==> src/rtl/icache_refill_axi_pkg.sv <==
// Shared types and AXI encodings for the instruction-cache line refill path.
// The 256-bit line is assembled from eight 32-bit INCR beats.
package icache_refill_axi_pkg;

   typedef logic [255:0] bus256_t;

   typedef enum logic [1:0] {
      IDLE = 2'd0,
      AR   = 2'd1,
      R    = 2'd2,
      DONE = 2'd3
   } refill_state_t;

   localparam logic [1:0] AXI_BURST_INCR = 2'b01;
   localparam logic [2:0] AXI_SIZE_4B    = 3'b010;
   localparam logic [1:0] AXI_RESP_OKAY  = 2'b00;

   // Byte address of the first word of a 32-byte line.
   function automatic logic [31:0] line_base(input logic [26:0] line_addr);
      return {line_addr, 5'b0_0000};
   endfunction

endpackage

==> src/rtl/icache_refill_axi_if.sv <==
// AXI4 read address and read data channels used by the refill engine.
// master = refill engine side, slave = memory/interconnect side.
interface icache_refill_axi_if;

   logic [3:0]  arid;
   logic [31:0] araddr;
   logic [7:0]  arlen;
   logic [2:0]  arsize;
   logic [1:0]  arburst;
   logic        arvalid;
   logic        arready;

   logic [3:0]  rid;
   logic [31:0] rdata;
   logic [1:0]  rresp;
   logic        rlast;
   logic        rvalid;
   logic        rready;

   modport master (
      output arid, araddr, arlen, arsize, arburst, arvalid,
      input  arready,
      input  rid, rdata, rresp, rlast, rvalid,
      output rready
   );

   modport slave (
      input  arid, araddr, arlen, arsize, arburst, arvalid,
      output arready,
      output rid, rdata, rresp, rlast, rvalid,
      input  rready
   );

endinterface

==> src/rtl/icache_refill_axi_line_assembler.sv <==
// Beat counter plus BEATS x 32-bit line buffer with one write enable per word.
// The counter saturates on the last slot so surplus beats overwrite the final word.
module icache_refill_axi_line_assembler #(
   parameter int unsigned BEATS = 8
) (
   input  logic                  clk,
   input  logic                  reset,
   input  logic                  clr,
   input  logic                  we,
   input  logic [31:0]           wdata,
   output logic                  last_slot,
   output logic [BEATS*32-1:0]   line
);

   localparam int unsigned CNT_W = $clog2(BEATS);
   localparam logic [CNT_W-1:0] LAST_CNT = CNT_W'(BEATS - 1);

   logic [CNT_W-1:0] cnt_q, cnt_d;
   logic [31:0]      word_q [BEATS];
   logic [31:0]      word_d [BEATS];
   logic [BEATS-1:0] word_we_s;

   // Per-word write enables, next buffer contents and counter advance.
   always_comb begin
      cnt_d = cnt_q;
      for (int i = 0; i < BEATS; i++) begin
         word_we_s[i] = we && (cnt_q == CNT_W'(i));
         if (word_we_s[i]) begin
            word_d[i] = wdata;
         end else begin
            word_d[i] = word_q[i];
         end
      end
      if (clr) begin
         cnt_d = {CNT_W{1'b0}};
      end else if (we && (cnt_q != LAST_CNT)) begin
         cnt_d = cnt_q + CNT_W'(1'b1);
      end else begin
         cnt_d = cnt_q;
      end
   end

   // Counter and buffer registers.
   always_ff @(posedge clk) begin
      if (reset) begin
         cnt_q <= {CNT_W{1'b0}};
         for (int i = 0; i < BEATS; i++) begin
            word_q[i] <= 32'h0000_0000;
         end
      end else begin
         cnt_q <= cnt_d;
         for (int i = 0; i < BEATS; i++) begin
            word_q[i] <= word_d[i];
         end
      end
   end

   // The line view already includes the beat being written this cycle.
   always_comb begin
      last_slot = (cnt_q == LAST_CNT);
      for (int i = 0; i < BEATS; i++) begin
         line[i*32 +: 32] = word_d[i];
      end
   end

endmodule

==> src/rtl/icache_refill_axi.sv <==
// Instruction-cache refill responder: one AXI4 INCR burst per line request,
// beats assembled into a 256-bit line returned with a registered ret_valid pulse.
module icache_refill_axi
   import icache_refill_axi_pkg::*;
#(
   parameter logic [3:0]  AXI_ID = 4'h0,
   parameter int unsigned BEATS  = 8
) (
   input  logic                       clk,
   input  logic                       reset,
   input  logic                       rd_req,
   input  logic [31:0]                rd_addr,
   output logic                       ret_valid,
   output bus256_t                    ret_data,
   icache_refill_axi_if.master        axi,
   output logic                       busy,
   output logic                       bus_err
);

   refill_state_t state_q, state_d;
   logic [26:0]   line_addr_q, line_addr_d;
   logic          arvalid_q, arvalid_d;
   logic          rready_q, rready_d;
   logic          busy_q, busy_d;
   logic          ret_valid_q, ret_valid_d;
   logic          bus_err_q, bus_err_d;
   bus256_t       ret_data_q, ret_data_d;

   logic          ar_hs_s;
   logic          beat_s;
   logic          last_slot_s;
   bus256_t       line_s;
   logic          rd_addr_unused_s;

   assign rd_addr_unused_s = ^rd_addr[4:0];

   assign ar_hs_s = arvalid_q && axi.arready;
   assign beat_s  = rready_q && axi.rvalid;

   icache_refill_axi_line_assembler #(
      .BEATS (BEATS)
   ) u_line_assembler (
      .clk       (clk),
      .reset     (reset),
      .clr       (ar_hs_s),
      .we        (beat_s),
      .wdata     (axi.rdata),
      .last_slot (last_slot_s),
      .line      (line_s)
   );

   // Next-state and next-output logic for the refill FSM.
   always_comb begin
      state_d     = state_q;
      line_addr_d = line_addr_q;
      ret_valid_d = 1'b0;
      bus_err_d   = 1'b0;
      ret_data_d  = ret_data_q;
      case (state_q)
         IDLE: begin
            if (rd_req) begin
               line_addr_d = rd_addr[31:5];
               state_d     = AR;
            end else begin
               state_d = IDLE;
            end
         end
         AR: begin
            if (ar_hs_s) begin
               state_d = R;
            end else begin
               state_d = AR;
            end
         end
         R: begin
            if (beat_s) begin
               // rlast must coincide exactly with the final word slot.
               bus_err_d = (axi.rresp != AXI_RESP_OKAY) ||
                           (axi.rid != AXI_ID) ||
                           (axi.rlast != last_slot_s);
               if (axi.rlast) begin
                  state_d     = DONE;
                  ret_valid_d = rd_req && (rd_addr[31:5] == line_addr_q);
                  ret_data_d  = line_s;
               end else begin
                  state_d = R;
               end
            end else begin
               state_d = R;
            end
         end
         DONE: begin
            state_d = IDLE;
         end
         default: begin
            state_d = IDLE;
         end
      endcase
      arvalid_d = (state_d == AR);
      rready_d  = (state_d == R);
      busy_d    = (state_d != IDLE);
   end

   // State and output registers.
   always_ff @(posedge clk) begin
      if (reset) begin
         state_q     <= IDLE;
         line_addr_q <= 27'h000_0000;
         arvalid_q   <= 1'b0;
         rready_q    <= 1'b0;
         busy_q      <= 1'b0;
         ret_valid_q <= 1'b0;
         bus_err_q   <= 1'b0;
         ret_data_q  <= 256'h0;
      end else begin
         state_q     <= state_d;
         line_addr_q <= line_addr_d;
         arvalid_q   <= arvalid_d;
         rready_q    <= rready_d;
         busy_q      <= busy_d;
         ret_valid_q <= ret_valid_d;
         bus_err_q   <= bus_err_d;
         ret_data_q  <= ret_data_d;
      end
   end

   assign axi.arid    = AXI_ID;
   assign axi.araddr  = line_base(line_addr_q);
   assign axi.arlen   = 8'(BEATS - 1);
   assign axi.arsize  = AXI_SIZE_4B;
   assign axi.arburst = AXI_BURST_INCR;
   assign axi.arvalid = arvalid_q;
   assign axi.rready  = rready_q;

   assign ret_valid = ret_valid_q;
   assign ret_data  = ret_data_q;
   assign busy      = busy_q;
   assign bus_err   = bus_err_q;

endmodule

==> src/flat_wrapper.sv <==
// flat-port wrapper written by rule: the top's interface ports become plain ports
module icache_refill_axi_flat import icache_refill_axi_pkg::*;
#(
   parameter logic [3:0]  AXI_ID = 4'h0,
   parameter int unsigned BEATS  = 8
)
  (clk, reset, rd_req, rd_addr, ret_valid, ret_data, busy, bus_err, axi_arid, axi_araddr, axi_arlen, axi_arsize, axi_arburst, axi_arvalid, axi_arready, axi_rid, axi_rdata, axi_rresp, axi_rlast, axi_rvalid, axi_rready);
  icache_refill_axi_if axi_i ();
  input  logic clk;
  input  logic reset;
  input  logic rd_req;
  input  logic [31:0] rd_addr;
  output logic ret_valid;
  output bus256_t ret_data;
  output logic busy;
  output logic bus_err;
  output wire logic [$bits(axi_i.arid)-1:0] axi_arid;
  output wire logic [$bits(axi_i.araddr)-1:0] axi_araddr;
  output wire logic [$bits(axi_i.arlen)-1:0] axi_arlen;
  output wire logic [$bits(axi_i.arsize)-1:0] axi_arsize;
  output wire logic [$bits(axi_i.arburst)-1:0] axi_arburst;
  output wire logic [$bits(axi_i.arvalid)-1:0] axi_arvalid;
  input wire logic [$bits(axi_i.arready)-1:0] axi_arready;
  input wire logic [$bits(axi_i.rid)-1:0] axi_rid;
  input wire logic [$bits(axi_i.rdata)-1:0] axi_rdata;
  input wire logic [$bits(axi_i.rresp)-1:0] axi_rresp;
  input wire logic [$bits(axi_i.rlast)-1:0] axi_rlast;
  input wire logic [$bits(axi_i.rvalid)-1:0] axi_rvalid;
  output wire logic [$bits(axi_i.rready)-1:0] axi_rready;
  assign axi_arid = axi_i.arid;
  assign axi_araddr = axi_i.araddr;
  assign axi_arlen = axi_i.arlen;
  assign axi_arsize = axi_i.arsize;
  assign axi_arburst = axi_i.arburst;
  assign axi_arvalid = axi_i.arvalid;
  assign axi_i.arready = axi_arready;
  assign axi_i.rid = axi_rid;
  assign axi_i.rdata = axi_rdata;
  assign axi_i.rresp = axi_rresp;
  assign axi_i.rlast = axi_rlast;
  assign axi_i.rvalid = axi_rvalid;
  assign axi_rready = axi_i.rready;
  icache_refill_axi #(.AXI_ID(AXI_ID), .BEATS(BEATS)) u_core (.clk(clk), .reset(reset), .rd_req(rd_req), .rd_addr(rd_addr), .ret_valid(ret_valid), .ret_data(ret_data), .axi(axi_i), .busy(busy), .bus_err(bus_err));
endmodule
==> config.mk <==
export PLATFORM = sky130hd
export DESIGN_NAME = icache_refill_axi_flat
export DESIGN_NICKNAME = d
export VERILOG_FILES = /design/src/rtl/icache_refill_axi_pkg.sv /design/src/rtl/icache_refill_axi_if.sv /design/src/rtl/icache_refill_axi_line_assembler.sv /design/src/rtl/icache_refill_axi.sv /design/src/flat_wrapper.sv
export SDC_FILE = /design/constraint.sdc
export NUM_CORES = 1
export LEC_CHECK = 0
export ABC_AREA = 1
export ABC_CLOCK_PERIOD_IN_PS = 2000
export CAP_MARGIN = 20
export CORE_UTILIZATION = 51
export CTS_CLUSTER_SIZE = 8
export DETAILED_ROUTE_END_ITERATION = 10
export PLACE_DENSITY = 0.77
export SYNTH_ARGS = -nofsm -noshare
export SYNTH_HDL_FRONTEND = slang
export SYNTH_SLANG_ARGS = --single-unit
==> constraint.sdc <==
create_clock -name clk -period 2 [get_ports clk]
set_input_delay 0.3 -clock clk [delete_from_list [all_inputs] [get_ports clk]]
set_output_delay 0.3 -clock clk [all_outputs]
set_load 0.01 [all_outputs]
---- After elaboration in Yosys (flattened, before gate mapping) ----
Memories as Yosys holds them, arrays and structs flattened.
Cells that the tools add are included.
operators by class
  add/subtract/negate cells ............... 1
  multipliers ............................. 0
  divide/modulo/power cells ............... 0
  magnitude comparators ................... 0
  equality and inequality tests ........... 15
  shifts and indexed selects .............. 0
  muxes and demuxes ....................... 24
  bitwise logic cells ..................... 11
  reductions and logical operators ........ 24
operators with widths
  cell                   number
  $mux W32               16
  $eq A27 B27 Y1         1
  $eq A3 B3 Y1 const B   4
  $logic_and A1 B1 Y1    12
  $or A1 B1 Y1           8
  $pmux W2 S4            1
  $eq A2 B2 Y1 const B   3
  $eq A3 B2 Y1 const B   2
  $mux W1                6
  $eq A2 B1 Y1 const B   2
  $reduce_bool A2 Y1     2
  $reduce_bool A4 Y1     1
  $reduce_or A4 Y1       1
  $add A3 B1 Y3 const B  1
  $eq A3 B1 Y1 const B   1
  $logic_not A3 Y1       1
  $ne A3 B3 Y1 const B   1
  $not A1 Y1             3
  $reduce_and A3 Y1      1
  $reduce_or A3 Y1       1
  $logic_not A2 Y1       1
  $logic_or A1 B1 Y1     2
  $mux W2                1
  $reduce_and A2 Y1      1
  2 further kinds        2
word-level totals
  bits in registers ....................... 293
  latch bits .............................. 0
  memory bits (writable) .................. 256
  ROM bits ................................ 0
  output and inout bits ................... 310
  logic and storage cells ................. 85
  memories kept ........................... 1
memory list
  name                            depth  bits a word  read ports  clocked after Yosys merged registers in  wr ports  line                                    text
  u_core.u_line_assembler.word_q  8      32           8           0                                        8         icache_refill_axi_line_assembler.sv:19  logic [31:0] word_q [BEATS];

---- Longest topological paths before layout ----
  depth after elaboration ................. 4
  depth in mapped cells ................... 10
  gate-level depth less buffers ........... 9

---- Hierarchy ----
From an unflattened synthesis, not the netlist that was laid out.
unflattened totals
  cells, all modules ...................... 3,315
  area, all modules ....................... 22,374.0 µm²
by module, submodules not included
  module                            instances  cells each  area each (µm²)
  icache_refill_axi_line_assembler  1          1,903       11,791.3
  icache_refill_axi                 1          1,412       10,582.6

---- Worst setup path after synthesis ----
OpenSTA, ideal clock, no wires.
  path type ............................... register to register
  start ................................... register u_core.u_line_assembler.cnt_q[0]
  end ..................................... register u_core.ret_data_q[206] (netlist: u_core.ret_data[206])
  arrival time ............................ 1.428 ns
  setup slack ............................. 0.457 ns
  cell stages (with the launch flop) ...... 10
  buffers on the path ..................... 2
  clock period less this slack ............ 1.543 ns
  cells stage by stage .................... dfxtp_1 -> inv_1 -> ha_1 -> nand2_1 -> nor2_2 -> buf_2 -> buf_2 -> a21oi_1 -> o21ai_0 -> inv_1
between the ends
  word-level cells in the longest chain between the ends .. 3
ends and longest elaborated chain
  element                 line                                    text
  from (decl)             icache_refill_axi_line_assembler.sv:18  logic [CNT_W-1:0] cnt_q, cnt_d;
  from (signal assigned)  icache_refill_axi_line_assembler.sv:46  cnt_q <= {CNT_W{1'b0}};
  from (signal assigned)  icache_refill_axi_line_assembler.sv:51  cnt_q <= cnt_d;
  $eq A3 B3 Y1            icache_refill_axi_line_assembler.sv:27  word_we_s[i] = we && (cnt_q == CNT_W'(i));
  $logic_and A1 B1 Y1     icache_refill_axi_line_assembler.sv:27
  $mux W32                icache_refill_axi_line_assembler.sv:28  if (word_we_s[i]) begin
  to (signal assigned)    icache_refill_axi.sv:123                ret_data_q <= ret_data_d;
  to (decl)               icache_refill_axi.sv:27                 bus256_t ret_data_q, ret_data_d;
Every way passes these cells.
A chain may end at the register's enable or synchronous reset.

---- Worst setup path in the final report ----
  start ................................... register u_core.ret_data_q[219] (netlist: u_core.ret_data[219])
  end ..................................... output ret_data[219]
RTL lines
  element    line                text
  to (decl)  flat_wrapper.sv:14  output bus256_t ret_data;
No word-level cell between the ends.

==> results.toml <==
[synthesis]
synthDistinctLibCells = 24
synth_warnings = 0
synth_cells = 2779
ys_ff_latch = 549
yosysSeqAreaShare_pct = 53.1
syn_avg_cell_area_sq_um = 7.45
synth-edff-count = 0
synth_ff_type = "dfxtp_1"
netlist_area_sq_mm = 0.0207
async_flop_share_pct = 0

[layout]
syn2layout_area_growth_pct = 29.4
finalInstanceArea_sq_mm = 0.0268
drive_gt1_share_pct = 5.66
fillers = 3235
final_cells = 3616
finalNetCount = 3172
antenna_cells = 0
final_common_cell = "nand2_1"
multi_input_area_sq_mm = 0.00785
final-seq-area_sq_mm = 0.0110
layout_common_cells = "nand2_1, dfxtp_1, o21ai_0"

[die]
die_y_um = 203
io-pin-count = 386
die_area_sq_mm = 0.0414
core.rowCount = 73
start_util_pct = 51.9
dieWidth_um = 203
core_area_sq_mm = 0.0399

[routing]
drt-initial-drc-count = 1667
avgViaCountPerCell = 5.19
via_count = 18800
ant_nets = 0
drc = 0
wl_per_cell_um = 17.1
firstDrtPassIters = 5
wl_mm = 61.9

[critical_path]
cp.depth = 1
cp-start-kind = "flip-flop"
arrival_ps = 1550
reg2reg_slack_ps = 190
worstSetupEndpoint = "ret_data[219]"
r2r-start = "u_core.axi.rready"
cpMaxStageDelayCell = "clkdlybuf4s50_1"
crit_type = "flip-flop to output port"
required_ps = 1700
path_cells = "clkdlybuf4s50_1"
reg2regPathDepth = 8
crit_fanout = 2
crit_start = "u_core.ret_data[219]"
crit_buf_inv = 1
slowest_delay_ps = 570
rr_endpoint = "u_core.ret_data[42]"
path_delay_family = "buffers and inverters"
crit_path_end_kind = "output port"

[run_status]
outcome = "finished clean"

[clocking]
cts_setup_buffers = 0
cts_resized = 0
h-tree-depth = 3
postCtsHoldBufs = 0
numCtsBuffers = 78
cts_sinks = 549
insertion_delay_ps = 570
cts_tree = "yes"
cts_root_buffer = "clkbuf_16"
clk_pin_slew_worst_paths_ps = 50
clockBufferDepth = 3

[global_routing]
grt_start_max_net_pins = 188
top_usage_layer = "met2"
grt_remaining_overflow = 0
track_usage_pct = 29.5
grt_pass1_wl_mm = 94.8
use_met3_pct = 6.60
grtUsageMet2_pct = 46.1
first_global_vias = 17500
grt_util_met1_pct = 39.1
grt_antenna_before_repair = 4

[placed_design]
io_buffers = 358
dp_hpwl_mm = 37.8
placed_area_sq_mm = 0.0248
gp_congestion = 0.824
dp.cells = 3535

[pwr]
p_leak_nw = 12.9
ir_drop_mv = 0.694
power_density_mw_per_mm2 = 871

[timing]
relSlewSlack_pct = 38.8
holdWs_ps = 191
tightest_slew_ps = 917
final_hold_viol_count = 0
slew_viol_final = 0
fin_crit_sh_pct = 92.4
period_needed_ps = 1850
final.setup_skew_ps = 13.7
rsz0062_at_grt = "false"
max_freq_ghz = 0.541
setup-violations-final = 0

[worst_hold_path]
hold_path_class = "input pin to flip-flop"

[flow_run]
maxCapViolations = 0
==> power by group <==
group          switching (mW)  internal [mW]  total (mW)
clock                    4.37           6.88        11.2
combinational           0.674          0.325       0.999
sequential             0.0467           11.0        11.1
==> cell families after synthesis <==
kind of cell | Yosys count | synth area share [%]
simple gates | 1130 | 21.9
compound gates | 608 | 15.1
flops | 549 | 53.1
buf+inv | 484 | 9.47
fa+ha+maj | 6 | 0.363
other cells | 2 | 0.0363
==> stage by stage <==
stage          total power, mW  worst slack [ps]  util, %  TNS, ps
2_1_floorplan             11.7               457        -        0
3_3_place_gp              12.3              -114     62.1   -13360
3_5_place_dp              12.3              -154     62.1   -14820
4_1_cts                   23.4               130     67.1        0
5_1_grt                   24.0              96.2     67.1        0
6_report                  23.3               152     67.1        0
==> flip-flops by register name, summed over array words and instances (netlist names) <==
name and count:
u_core.axi.rready 1, u_core.state_q 2, u_core.ret_valid 1, u_core.line_addr_q 27, u_core.axi.arvalid 1, u_core.u_line_assembler.cnt_q 3, u_core.busy 1, u_core.bus_err 1
u_core.u_line_assembler.word_q 256, u_core.ret_data 256
==> cell type report <==
class	instances	area share, %
Clock inverter	2	0.0514
Timing Repair Buffer	406	15.7
Multi-Input combinational cell	1766	29.3
Sequential cell	549	41.0
Clock buffer	79	7.38
Tap cell	525	2.45
Inverter	289	4.08
==> how the worst min path moves through the flow <==
stage                                      startpoint                                     end  slack (ps)  depth (start not counted)
5_1_grt                                         reset                     u_core.ret_data[94]         230                          6
2_1_floorplan  u_core.u_line_assembler.word_q[0][100]  u_core.u_line_assembler.word_q[0][100]         450                          2
3_3_place_gp   u_core.u_line_assembler.word_q[0][124]  u_core.u_line_assembler.word_q[0][124]         460                          2
6_report                                        reset                     u_core.ret_data[94]         190                          6
3_5_place_dp   u_core.u_line_assembler.word_q[0][103]  u_core.u_line_assembler.word_q[0][103]         460                          2
4_1_cts                                         reset                     u_core.ret_data[94]         170                          6
==> routing by layer <==
| layer | routed length, um | vias to the layer above | share of wire (%) |
|---|---|---|---|
| li1 | - | 9172 | - |
| met1 | 26200 | 8684 | 42 |
| met2 | 27900 | 785 | 45 |
| met3 | 5650 | 127 | 9.1 |
| met4 | 2200 | 0 | 3.6 |
| met5 | 0 | - | 0 |
==> Yosys cell counts, types with 3 or more instances <==
library cell | instances | area share (%)
nand2_1 | 767 | 14
inv_1 | 255 | 4.6
nand3_2 | 3 | 0.15
a21oi_1 | 190 | 4.6
clkbuf_1 | 111 | 2.0
buf_4 | 22 | 0.80
buf_2 | 49 | 1.2
buf_1 | 13 | 0.24
nor2_2 | 3 | 0.091
nand3_1 | 3 | 0.073
o21ai_0 | 384 | 9.3
ha_1 | 6 | 0.36
dfxtp_1 | 549 | 53
and2_1 | 96 | 2.9
inv_2 | 33 | 0.60
a211oi_1 | 33 | 1.2
nor2_1 | 253 | 4.6
Note: power is estimated with default switching activity, not from simulation.
